$ cat src/rtl/mnacidpro_seq.sv
// mnacidpro_seq: protocol sequencer for an N-channel nucleic-acid processor.
// For each enabled collect channel, in ascending order, it runs
// BEAD -> LYSE -> MIX -> WASH -> ELUTE and drives the valves and a 3-phase
// peristaltic pump. Zero-length phases and masked channels cost no cycles.
// Optional FLUSH phase after every ELUTE: define MNACIDPRO_SEQ_FLUSH_EN.
module mnacidpro_seq #(
  parameter int SIZE     = 6,
  parameter int DWELL_W  = 16,
  parameter int PUMP_DIV = 4,
  localparam int CW      = (SIZE > 1) ? $clog2(SIZE) : 1
) (
  input  logic               clk,
  input  logic               rst,
  input  logic               start,
  input  logic               abort,
  input  logic [SIZE-1:0]    chan_mask,
  input  logic [DWELL_W-1:0] load_cycles,
  input  logic [DWELL_W-1:0] mix_cycles,
  input  logic [DWELL_W-1:0] wash_cycles,
  input  logic [DWELL_W-1:0] elute_cycles,
`ifdef MNACIDPRO_SEQ_FLUSH_EN
  input  logic [DWELL_W-1:0] flush_cycles,
  output logic               flush_act,
`endif
  output logic               lysis_ctrl,
  output logic               wash_ctrl,
  output logic               elute_ctrl,
  output logic               dead_end_ctrl,
  output logic               vertical_ctrl,
  output logic               horiz_ctrl,
  output logic               waste_ctrl,
  output logic               bead_ctrl,
  output logic               loop_exit_ctrl,
  output logic               bead_trap_ctrl,
  output logic               collect_ctrl,
  output logic [SIZE-1:0]    collect_sel,
  output logic [2:0]         pump,
  output logic [CW-1:0]      cur_chan,
  output logic               busy,
  output logic               done,
  output logic               aborted
);

`ifdef MNACIDPRO_SEQ_FLUSH_EN
  localparam int NPH = 6;
`else
  localparam int NPH = 5;
`endif
  localparam int DIVW = (PUMP_DIV > 1) ? $clog2(PUMP_DIV) : 1;

  // valve bit positions inside valve_reg
  localparam int V_LYSIS = 0, V_WASH = 1, V_ELUTE = 2, V_DEAD = 3, V_VERT = 4, V_HORIZ = 5;
  localparam int V_WASTE = 6, V_BEAD = 7, V_LEXIT = 8, V_BTRAP = 9, V_COLL = 10;

  typedef enum logic [3:0] {
    S_IDLE, S_BEAD, S_LYSE, S_MIX, S_WASH, S_ELUTE,
`ifdef MNACIDPRO_SEQ_FLUSH_EN
    S_FLUSH,
`endif
    S_DONE, S_ABORT
  } state_t;

  state_t                      state_reg, state_next;
  logic [CW-1:0]               chan_reg, chan_next;
  logic [DWELL_W-1:0]          dwell_reg, dwell_next;
  logic [2:0]                  step_reg, step_next;
  logic [DIVW-1:0]             div_reg, div_next;
  logic [SIZE-1:0]             mask_reg, mask_sel;
  logic [NPH-1:0][DWELL_W-1:0] dur_in, dur_reg, dur_sel;
  logic [NPH-1:0]              nz;
  logic                        active, enter, ph_found, ch_found;
  logic [2:0]                  cur_ph, ph_nxt, ph_first, tgt_ph;
  logic [CW-1:0]               ch_nxt;
  logic [10:0]                 valve_reg, valve_next;
  logic [SIZE-1:0]             sel_reg, sel_next;
  logic [2:0]                  pump_reg, pump_next;
  logic                        busy_reg, done_reg, aborted_reg;
`ifdef MNACIDPRO_SEQ_FLUSH_EN
  logic                        flush_reg, flush_next;
`endif

  function automatic logic is_phase(state_t s);
    case (s)
      S_BEAD, S_LYSE, S_MIX, S_WASH, S_ELUTE: return 1'b1;
`ifdef MNACIDPRO_SEQ_FLUSH_EN
      S_FLUSH: return 1'b1;
`endif
      default: return 1'b0;
    endcase
  endfunction

  function automatic logic [2:0] ph_index(state_t s);
    case (s)
      S_LYSE:  return 3'd1;
      S_MIX:   return 3'd2;
      S_WASH:  return 3'd3;
      S_ELUTE: return 3'd4;
`ifdef MNACIDPRO_SEQ_FLUSH_EN
      S_FLUSH: return 3'd5;
`endif
      default: return 3'd0;
    endcase
  endfunction

  function automatic state_t ph_state(logic [2:0] p);
    case (p)
      3'd0:    return S_BEAD;
      3'd1:    return S_LYSE;
      3'd2:    return S_MIX;
      3'd3:    return S_WASH;
      3'd4:    return S_ELUTE;
`ifdef MNACIDPRO_SEQ_FLUSH_EN
      3'd5:    return S_FLUSH;
`endif
      default: return S_IDLE;
    endcase
  endfunction

  function automatic logic [2:0] pump_pat(logic [2:0] s);
    case (s)
      3'd0:    return 3'b100;
      3'd1:    return 3'b110;
      3'd2:    return 3'b010;
      3'd3:    return 3'b011;
      3'd4:    return 3'b001;
      3'd5:    return 3'b101;
      default: return 3'b000;
    endcase
  endfunction

  // BEAD and LYSE share load_cycles; phase index order matches the sequence
  assign dur_in[0] = load_cycles;
  assign dur_in[1] = load_cycles;
  assign dur_in[2] = mix_cycles;
  assign dur_in[3] = wash_cycles;
  assign dur_in[4] = elute_cycles;
`ifdef MNACIDPRO_SEQ_FLUSH_EN
  assign dur_in[5] = flush_cycles;
`endif

  // In IDLE the start decision must look at the live inputs, later at the shadows
  assign mask_sel = (state_reg == S_IDLE) ? chan_mask : mask_reg;
  assign dur_sel  = (state_reg == S_IDLE) ? dur_in : dur_reg;
  assign active   = is_phase(state_reg);
  assign cur_ph   = ph_index(state_reg);

  for (genvar gi = 0; gi < NPH; gi++) begin : g_nz
    assign nz[gi] = (dur_sel[gi] != '0);
  end

  // Shadow copy of the run configuration, captured when a start is accepted
  always_ff @(posedge clk) begin
    if (rst) begin
      mask_reg <= '0;
      dur_reg  <= '0;
    end else if (state_reg == S_IDLE && start) begin
      mask_reg <= chan_mask;
      dur_reg  <= dur_in;
    end
  end

  // Look-ahead: next non-empty phase of this channel, first non-empty phase, next enabled channel
  always_comb begin
    ph_found = 1'b0;
    ph_nxt   = '0;
    ph_first = '0;
    ch_found = 1'b0;
    ch_nxt   = '0;
    for (int p = NPH - 1; p >= 0; p--) begin
      if (active && nz[p] && (p > int'(cur_ph))) begin
        ph_found = 1'b1;
        ph_nxt   = 3'(p);
      end
      if (nz[p]) ph_first = 3'(p);
    end
    for (int c = SIZE - 1; c >= 0; c--) begin
      if (mask_sel[c] && (!active || c > int'(chan_reg))) begin
        ch_found = 1'b1;
        ch_nxt   = CW'(c);
      end
    end
  end

  // Next-state logic: dwell countdown, pump stepping, phase/channel chaining, abort
  always_comb begin
    state_next = state_reg;
    chan_next  = chan_reg;
    dwell_next = dwell_reg;
    step_next  = step_reg;
    div_next   = div_reg;
    enter      = 1'b0;
    tgt_ph     = '0;
    case (state_reg)
      S_IDLE: begin
        if (start) begin
          if (ch_found && (|nz)) begin
            enter     = 1'b1;
            tgt_ph    = ph_first;
            chan_next = ch_nxt;
          end else begin
            state_next = S_DONE;
          end
        end
      end
      S_DONE, S_ABORT: state_next = S_IDLE;
      default: begin
        if (dwell_reg != '0) begin
          dwell_next = dwell_reg - DWELL_W'(1);
          if (div_reg == DIVW'(PUMP_DIV - 1)) begin
            div_next  = '0;
            step_next = (step_reg == 3'd5) ? 3'd0 : step_reg + 3'd1;
          end else begin
            div_next = div_reg + DIVW'(1);
          end
        end else if (ph_found) begin
          enter  = 1'b1;
          tgt_ph = ph_nxt;
        end else if (ch_found && (|nz)) begin
          enter     = 1'b1;
          tgt_ph    = ph_first;
          chan_next = ch_nxt;
        end else begin
          state_next = S_DONE;
        end
      end
    endcase
    if (enter) begin
      state_next = ph_state(tgt_ph);
      dwell_next = dur_sel[tgt_ph] - DWELL_W'(1);
      step_next  = '0;
      div_next   = '0;
    end
    if (abort && state_reg != S_IDLE && state_reg != S_ABORT) state_next = S_ABORT;
    // cur_chan only reports a channel while a phase is running
    if (!is_phase(state_next)) chan_next = '0;
  end

  // Output decode from the next state so every output comes straight from a flop
  always_comb begin
    valve_next   = '0;
    sel_next     = '0;
    pump_next    = '0;
`ifdef MNACIDPRO_SEQ_FLUSH_EN
    flush_next   = 1'b0;
`endif
    case (state_next)
      S_BEAD:  begin valve_next[V_BEAD] = 1'b1; valve_next[V_BTRAP] = 1'b1; valve_next[V_WASTE] = 1'b1; end
      S_LYSE:  begin valve_next[V_LYSIS] = 1'b1; valve_next[V_HORIZ] = 1'b1; valve_next[V_DEAD] = 1'b1; end
      S_MIX:   begin valve_next[V_VERT] = 1'b1; valve_next[V_HORIZ] = 1'b1; end
      S_WASH:  begin
        valve_next[V_WASH]  = 1'b1; valve_next[V_BTRAP] = 1'b1;
        valve_next[V_LEXIT] = 1'b1; valve_next[V_WASTE] = 1'b1;
      end
      S_ELUTE: begin
        valve_next[V_ELUTE] = 1'b1; valve_next[V_BTRAP] = 1'b1;
        valve_next[V_LEXIT] = 1'b1; valve_next[V_COLL]  = 1'b1;
        sel_next = SIZE'(1) << chan_next;
      end
`ifdef MNACIDPRO_SEQ_FLUSH_EN
      S_FLUSH: begin
        flush_next = 1'b1;
        valve_next[V_WASTE] = 1'b1; valve_next[V_LEXIT] = 1'b1; valve_next[V_BTRAP] = 1'b1;
      end
`endif
      default: ;
    endcase
    if (is_phase(state_next)) pump_next = pump_pat(step_next);
  end

  // State and output registers
  always_ff @(posedge clk) begin
    if (rst) begin
      state_reg   <= S_IDLE;
      chan_reg    <= '0;
      dwell_reg   <= '0;
      step_reg    <= '0;
      div_reg     <= '0;
      valve_reg   <= '0;
      sel_reg     <= '0;
      pump_reg    <= '0;
      busy_reg    <= 1'b0;
      done_reg    <= 1'b0;
      aborted_reg <= 1'b0;
`ifdef MNACIDPRO_SEQ_FLUSH_EN
      flush_reg   <= 1'b0;
`endif
    end else begin
      state_reg   <= state_next;
      chan_reg    <= chan_next;
      dwell_reg   <= dwell_next;
      step_reg    <= step_next;
      div_reg     <= div_next;
      valve_reg   <= valve_next;
      sel_reg     <= sel_next;
      pump_reg    <= pump_next;
      busy_reg    <= (state_next != S_IDLE);
      done_reg    <= (state_next == S_DONE);
      aborted_reg <= (state_next == S_ABORT);
`ifdef MNACIDPRO_SEQ_FLUSH_EN
      flush_reg   <= flush_next;
`endif
    end
  end

  assign lysis_ctrl     = valve_reg[V_LYSIS];
  assign wash_ctrl      = valve_reg[V_WASH];
  assign elute_ctrl     = valve_reg[V_ELUTE];
  assign dead_end_ctrl  = valve_reg[V_DEAD];
  assign vertical_ctrl  = valve_reg[V_VERT];
  assign horiz_ctrl     = valve_reg[V_HORIZ];
  assign waste_ctrl     = valve_reg[V_WASTE];
  assign bead_ctrl      = valve_reg[V_BEAD];
  assign loop_exit_ctrl = valve_reg[V_LEXIT];
  assign bead_trap_ctrl = valve_reg[V_BTRAP];
  assign collect_ctrl   = valve_reg[V_COLL];
  assign collect_sel    = sel_reg;
  assign pump           = pump_reg;
  assign cur_chan       = chan_reg;
  assign busy           = busy_reg;
  assign done           = done_reg;
  assign aborted        = aborted_reg;
`ifdef MNACIDPRO_SEQ_FLUSH_EN
  assign flush_act      = flush_reg;
`endif

endmodule

$ cat config.mk
export PLATFORM = sky130hd
export DESIGN_NAME = mnacidpro_seq
export DESIGN_NICKNAME = d
export VERILOG_FILES = /design/src/rtl/mnacidpro_seq.sv
export SDC_FILE = /design/constraint.sdc
export NUM_CORES = 1
export LEC_CHECK = 0
export CELL_PAD_IN_SITES_DETAIL_PLACEMENT = 2
export CELL_PAD_IN_SITES_GLOBAL_PLACEMENT = 2
export CORE_ASPECT_RATIO = 1.75
export CORE_MARGIN = 10
export CORE_UTILIZATION = 31
export CTS_CLUSTER_DIAMETER = 100
export DETAILED_ROUTE_END_ITERATION = 8
export MAX_ROUTING_LAYER = met4
export PLACE_DENSITY_LB_ADDON = 0.15
export SYNTH_ARGS = -nofsm -noshare
export SYNTH_HDL_FRONTEND = slang
export SYNTH_SLANG_ARGS = --single-unit
export TNS_END_PERCENT = 1
$ cat constraint.sdc
create_clock -name clk -period 5.4 [get_ports clk]
set_clock_uncertainty 0.05 [all_clocks]
set_input_delay 1.08 -clock clk [delete_from_list [all_inputs] [get_ports clk]]
set_output_delay 1.08 -clock clk [all_outputs]
set_load 0.01 [all_outputs]
==> results.md, run 1 <==
- Die outline width: 131 um
- Combined area of all synthesized cells: 0.00672 sq mm
- Syn-to-layout area delta: 40.1%
- Required time at the endpoint of the critical path: 5680 ps
- Number of nets still failing antenna checks after routing: 0
- Slew at the pin closest to its max-slew limit: 895 ps
- Hold_ws: 414 ps
- Vias in the first global route: 8641
- Global-route wire length before repair: 49500 um
- Cell-by-cell trace of the critical path: clkdlybuf4s50_1, nor4_1, buf_4, nand4_1, nor4_2, nor4_1, a211o_1, and2_2, buf_4, o311a_1, nand4b_4, or3_1, or3_1, or4_1, a32o_1
- Kind of cell adding the most delay to the critical path: simple AND/OR/NAND/NOR gates
- Initial core utilization: 31.4%
- IO buf count: 99
- Vias per Instance: 5.52
- Total die area: 0.0282 sq mm
- Number of endpoints with negative hold slack in the final report: 0
- Fill cells: 2503
- Outcome: finished, final reports clean
- Critical path class: input port to flop
- Avg WL per Cell: 22.8 um
- Maximum number of pins on one net before global-route repair: 71
- Critical R2R Launch: state_reg[0]
- CTS buffer count: 17
- Most instantiated flip-flop cell in the synthesis netlist: dfxtp_1
- Leakage power figure: 0.00373 uW
- Total detailed-routing wirelength: 31800 um
- Initial antenna violation count: 0
- Count of routing violations after the opening detailed-route iteration: 227
- Clk Latency, worst-skew pair: 430 ps
- Start point of the worst hold path: mask_reg[0]
- Worst slew slack as a fraction of its limit: 39.9%
- Sequential cell area fraction in the yosys report: 35.5%
- Finished Core Util: 44.0%
- Instance count of the mapped netlist: 898
- Largest fanout of any net on the critical path: 8
- Largest register FFs: 64
- Sequential standard cell area: 0.00238 sq mm
- Element type at the critical path start: input port
- Slowest stage cell, crit path: or4_1
- Multi-input logic area: 0.00408 sq mm
- Final setup fails: 0
- Post-CTS Setup Repair Bufs: 0
- CP Buf/Inv Count: 3
- Maximum clock insertion buffer count: 2
- Worst Setup End Kind: flop
- Number of placed I/O pins: 100
- Count of synthesis-stage warnings from yosys: 0
- Count of flip-flops with a built-in enable after synthesis: 0
- Syn Area/Cell: 7.48 sq um
- Proportion of synthesized flip-flops having asynchronous set or reset: 0%
- GPL Wtd Cong: 0.906
- Gr ovfl total: 0
- Max-Cap Viols: 0
- Final number of max-transition violations: 0
- Floorplan row count: 71
- Count of vias placed by the detailed router: 7690
- Die Ht: 215 um
- Net count after synthesis: 974
- Type of the most critical hold path: flop to flop
- Area after DPL: 0.00883 sq mm
- Hold buffers post-CTS: 0
- Total routing usage reported by global routing: 22.9%
- Achievable frequency: 0.194 GHz
- Setup slack on the worst flop-to-flop path: 290 ps
- Clock root cell: clkbuf_16
- Final cycle utilization of the critical path: 95.7%
- Num Clock Sinks: 119
- Half-perimeter wire length after detailed placement: 24900 um
- Register clock-pin slew on the reported worst setup and hold paths: 60 ps
- DRC Markers: 0
- Total number of nets in the final design: 1165
- Number of H-tree branching levels: 4
- Netlist cell types: 75
- Critical path launch point: mix_cycles[11]
- Power per standard cell area: 678 mW/mm^2
- Shortest clock period the worst path allows after layout: 5170 ps
- Share of post-route cells with drive strength above 1: 17.0%
- Finished Cell Area: 0.00941 sq mm
- Total of flip-flops plus latches after synthesis: 119
- Peak supply drop: 0.264 mV
- Inserted Diodes: 0
- Pre-Repair DR Iteration Count: 4
- TritonCTS clock tree: built
- Core area: 0.0214 sq mm
- Longest individual stage delay on the worst path: 540 ps
- Worst Path Arrival: 5440 ps
## layout by cell type (no fill, tap or decap), types with 4 or more instances in the layout
cell	instances
nand2_1	225
buf_4	130
dfxtp_1	119
a21oi_1	104
clkdlybuf4s50_1	98
nor2_1	43
nor4_1	43
mux2i_1	35
nand3_1	30
nor3_1	26
o21ai_0	19
clkbuf_16	17
nand4_1	14
nand3b_1	11
or3_1	9
a211o_1	9
o31ai_1	8
inv_1	8
o211ai_1	8
and2_1	7
xnor2_1	7
or2_2	6
nor2b_1	6
nand2b_1	6
a31oi_1	5
or4_1	5
clkinv_2	5
clkbuf_8	5
o31a_1	4
a211oi_1	4
and4_1	4
## cell usage after synthesis (all sizes together), types with 3 or more instances
| cell type | instances | area (sq um) |
|---|---|---|
| nand4 | 15 | 109 |
| a21oi | 104 | 521 |
| o311ai | 3 | 26.3 |
| and4 | 5 | 46.3 |
| a31oi | 5 | 31.3 |
| or3 | 9 | 56.3 |
| a32o | 3 | 30.0 |
| nand4b | 3 | 47.5 |
| o31a | 4 | 35.0 |
| mux2i | 35 | 350 |
| a22oi | 3 | 22.5 |
| nand2b | 6 | 37.5 |
| o22ai | 3 | 18.8 |
| a2bb2oi | 3 | 26.3 |
| o211ai | 8 | 60.1 |
| or4 | 5 | 37.5 |
| nor3 | 27 | 135 |
| nor2 | 43 | 161 |
| nand2 | 225 | 845 |
| a211o | 9 | 78.8 |
| or2 | 6 | 37.5 |
| o211a | 3 | 30.0 |
| nand3 | 31 | 155 |
| nor4 | 45 | 288 |
| dfxtp | 119 | 2380 |
| buf | 18 | 101 |
| inv | 8 | 30.0 |
| mux2 | 4 | 45.0 |
| a21o | 3 | 22.5 |
| nand3b | 11 | 82.6 |
| o21ai | 22 | 110 |
| o31ai | 8 | 60.1 |
| xnor2 | 7 | 61.3 |
| and2 | 8 | 50.1 |
| clkbuf | 40 | 150 |
| nor2b | 6 | 37.5 |
| a211oi | 6 | 55.1 |
## worst reg2reg max path, cell delays in order (launching register included)
cell,delay [ps]
dfxtp_1,370
nor4_4,810
mux2i_1,300
or3_1,440
and4_4,210
a211o_1,300
and2_2,280
buf_4,200
o311a_1,320
nand4b_4,180
or3_1,390
or3_1,390
or4_1,540
a32o_1,250
## report_power, final
group | total (uW) | leakage, uW | internal, uW | switching (uW)
clock | 1120 | 0.000285 | 687 | 429
combinational | 4010 | 0.00247 | 1580 | 2420
sequential | 1260 | 0.000973 | 1090 | 162
## path summary, 6_finish.rpt
path,to,cells after the start
hold / removal,mask_reg[0],2
hold reg to reg,mask_reg[0],2
setup reg to reg,dwell_reg[13],13
setup / recovery,dwell_reg[13],15
## area by class of cell
type,instances,share of cell area [%]
sequential,119,25.3
tap,292,3.88
clock buffer,23,5.29
multi-input combinational,713,43.4
inverter,8,0.319
timing repair buffer,230,21.1
clock inverter,8,0.758
## per-layer routing
metal | global-route usage (%) | up-vias | wire [um] | part of all wire (%)
met2 | 41.2 | 174 | 16800 | 53
met5 | - | - | 0 | 0
met3 | 3.76 | 100 | 858 | 2.7
li1 | - | 3624 | - | -
met1 | 21.3 | 3792 | 11600 | 37
met4 | 17.2 | 0 | 2480 | 7.8
## through the flow
step	setup WS [ps]	std cells	power, uW	setup TNS, ps
detailed placement	-350	1362	5260	-2190
CTS	91.8	1393	6420	0
global route	-25.1	1393	6830	-34.7
floorplan	597	898	3520	0
finish	235	1393	6380	0
global placement	-113	1362	5150	-269
## cell families after synthesis
| family | count (synthesis) | synth area share [%] |
|---|---|---|
| and+or+nand+nor | 453 | 32.7 |
| AOI/OAI and AO/OA | 208 | 19.5 |
| DFF | 119 | 35.5 |
| buffers and inverters | 66 | 4.19 |
| muxes | 41 | 6.56 |
| xor gates and xnor gates | 9 | 1.17 |
| adders and majority gates | 2 | 0.372 |
## timing repair
action                                  4_1_cts  5_1_grt
gates resized for setup                       0        3
hold endpoints to repair                      0        0
endpoints found under the setup margin        0        8
(Power assumes the default switching activity.)
==> run 2, diff against run 1 <==
--- a/config.mk
+++ b/config.mk
@@ -8,9 +8,8 @@
 export CELL_PAD_IN_SITES_DETAIL_PLACEMENT = 2
 export CELL_PAD_IN_SITES_GLOBAL_PLACEMENT = 2
 export CORE_ASPECT_RATIO = 1.75
-export CORE_MARGIN = 10
+export CORE_MARGIN = 1
 export CORE_UTILIZATION = 31
-export CTS_CLUSTER_DIAMETER = 100
 export DETAILED_ROUTE_END_ITERATION = 8
 export MAX_ROUTING_LAYER = met4
 export PLACE_DENSITY_LB_ADDON = 0.15
==> run 2 against run 1 <==
  * Clock-buffer cell count unchanged
  * Utilization up 0.25 points
  * First-iteration DRC count up 48%
  * Register-to-register slack better by 110 ps
  * Worst hold slack worse by 1.7 ps
  * Sequential cell count unchanged
  * Fmax down 1.5%
  * Setup slack worse by 79 ps
  * Global-route usage up 6.5 points
  * Clock power up 6%
  * Non-clock buffer count down 16
  * Largest cell class unchanged
  * Largest power group unchanged
==> results.md, run 2 (synthesis gave the netlist of run 1 again) <==
- Vias per Instance: 5.55 (+0.55%)
- Core area: 0.0211 sq mm (-1.4%)
- Element type at the critical path start: input port
- Endpoint of the worst-slack reg-to-reg timing path: dwell_reg[15]
- Register clock-pin slew on the reported worst setup and hold paths: 60 ps (about the same)
- Largest register FFs: 64 (unchanged)
- Die Ht: 197 um (-8.4%)
- Number of nets still failing antenna checks after routing: 0 (unchanged)
- Worst Path Arrival: 5520 ps (+80 ps)
- Global-route wire length before repair: 47400 um (-4.4%)
- Worst hold endpoint: mask_reg[0]
- Shortest clock period the worst path allows after layout: 5240 ps (+79.4 ps)
- Power per standard cell area: 679 mW/mm^2 (+0.17%)
- CTS buffer count: 17 (unchanged)
- Gr ovfl total: 0 (unchanged)
- Placed cell count: 1342 (-1.5%)
- Initial core utilization: 31.8% (+0.45 points)
- Required time at the endpoint of the critical path: 5680 ps (about the same)
- Worst slew slack as a fraction of its limit: 41.3% (+1.4 points)
- Total die area: 0.0223 sq mm (-21%)
- Pre-CTS setup slack: -249 ps (+100 ps)
- TritonCTS clock tree: built
- Area after DPL: 0.00871 sq mm (-1.4%)
- Pre-Repair DR Iteration Count: 4 (unchanged)
- Half-perimeter wire length after detailed placement: 23200 um (-6.5%)
- Final setup fails: 0 (unchanged)
- Peak supply drop: 0.244 mV (-7.7%)
- Num Clock Sinks: 119 (unchanged)
- Finished Cell Area: 0.00933 sq mm (-0.84%)
- Clk Latency, worst-skew pair: 430 ps (about the same)
- Post-route insts no fill: 1373 (-1.4%)
- Achievable frequency: 0.191 GHz (-1.5%)
- Critical path class: input port to flop
- GPL Wtd Cong: 0.931 (+2.8%)
- Fill cells: 2427 (-3.0%)
- Total number of nets in the final design: 1149 (-1.4%)
- Count of vias placed by the detailed router: 7621 (-0.90%)
- IO buf count: 99 (unchanged)
- Inserted Diodes: 0 (unchanged)
- Worst Setup End Kind: flop
- Number of placed I/O pins: 100 (unchanged)
- DRC Markers: 0 (unchanged)
- Count of routing violations after the opening detailed-route iteration: 336 (+48%)
- Initial antenna violation count: 0 (unchanged)
- R2R cell count: 13 (unchanged)
- Final number of max-transition violations: 0 (unchanged)
- Vias in the first global route: 8456 (-2.1%)
- Avg WL per Cell: 22.1 um (-3.1%)
- Most frequent standard cell in the layout excluding fill and tap cells: nand2_1
- Number of H-tree branching levels: 4 (unchanged)
- Maximum clock insertion buffer count: 2 (unchanged)
- Floorplan row count: 70 (-1.4%)
- Hold_ws: 412 ps (-1.69 ps)
- Depth of the worst hold-timing path: 2 (unchanged)
- Start point of the worst hold path: mask_reg[0]
- Total routing usage reported by global routing: 29.3% (+6.5 points)
- Clock root cell: clkbuf_16
- Max-Cap Viols: 0 (unchanged)
- Final cycle utilization of the critical path: 97.1% (+1.5 points)
- Setup slack on the worst flop-to-flop path: 400 ps (+110 ps)
- Total detailed-routing wirelength: 30400 um (-4.4%)
- Commonest cells after routing, fill and taps aside: nand2_1, dfxtp_1, buf_4
- Die outline width: 113 um (-14%)
- Final worst-path setup slack: 155 ps (-79.4 ps)
- Maximum number of pins on one net before global-route repair: 72 (+1.4%)
- Final sum of negative setup slack: 0 ps (unchanged)
- Slew at the pin closest to its max-slew limit: 874 ps (-21.5 ps)
- Syn-to-layout area delta: 38.9%
- Largest fanout of any net on the critical path: 5 (-3)
- Type of the most critical hold path: flop to flop
- Leakage power figure: 0.00367 uW (-1.6%)
- Number of endpoints with negative hold slack in the final report: 0 (unchanged)
- Outcome: finished, final reports clean
- Critical R2R Launch: dur_reg[42]
- Share of post-route cells with drive strength above 1: 15.7% (-1.3 points)
[run 2: cell types whose count changed in the layout (fill, tap and decap cells not counted), sizes merged]
cell and delta:
bufinv +2, buf -16, clkinvlp +1, clkinv -3
[run 2: repair_timing]
item                                    CTS  global route
setup buffers                             0             0
gates resized for setup                   0             3
hold buffers                              0             0
endpoints found under the setup margin    0             6
[run 2: stage by stage]
stage	power (uW)	utilization [%]
after floorplan	3520	-
after global placement	5010	41.2
after detailed placement	5120	41.2
after CTS	6350	44.1
after global routing	6720	44.2
final	6330	44.2
[run 2: cell type report]
type / count / area, sq um / share of cell area, %
Inverter: 8 / 30.0 / 0.322
Timing Repair Buffer: 214 / 1860 / 20.0
Clock inverter: 8 / 120 / 1.29
Sequential cell: 119 / 2380 / 25.5
Multi-Input combinational cell: 713 / 4090 / 43.8
Clock buffer: 23 / 488 / 5.23
Tap cell: 288 / 360 / 3.86
[run 2: metal layers]
layer,vias up,wire length (um),GRT usage [%]
li1,3598,-,-
met1,3761,11000,27.6
met2,176,16600,54.9
met3,86,896,4.58
met4,0,1810,18.1
met5,-,0,-
[run 2: power breakdown]
group	leakage [uW]	internal (uW)	total (uW)	switching, uW
clock network	0.000295	769	1190	422
logic	0.00240	1500	3880	2380
registers	0.000973	1090	1260	168
[run 2: worst max-delay path: stages]
cell             delay [ps]
clkdlybuf4s50_1         440
nor4_2                  340
buf_4                   190
nand4_1                 300
nor3_2                  330
o22ai_1                 190
nand4_1                 140
and2_1                  300
buf_4                   230
mux4_2                  520
a211oi_2                280
and4bb_4                300
nand4_4                 100
or4_1                   520
a32o_1                  260
[run 2: worst max-delay path by stage]
stage               startpoint            end  slack, ps  cells past startpoint
6_report        mix_cycles[10]  dwell_reg[15]        160                     15
5_1_grt         mix_cycles[10]  dwell_reg[12]        -10                     18
4_1_cts         mix_cycles[10]  dwell_reg[15]         80                     15
3_5_place_dp    mix_cycles[10]  dwell_reg[15]       -250                     15
3_3_place_gp    mix_cycles[10]  dwell_reg[14]       -130                     17
2_1_floorplan  load_cycles[10]  dwell_reg[14]        600                     17
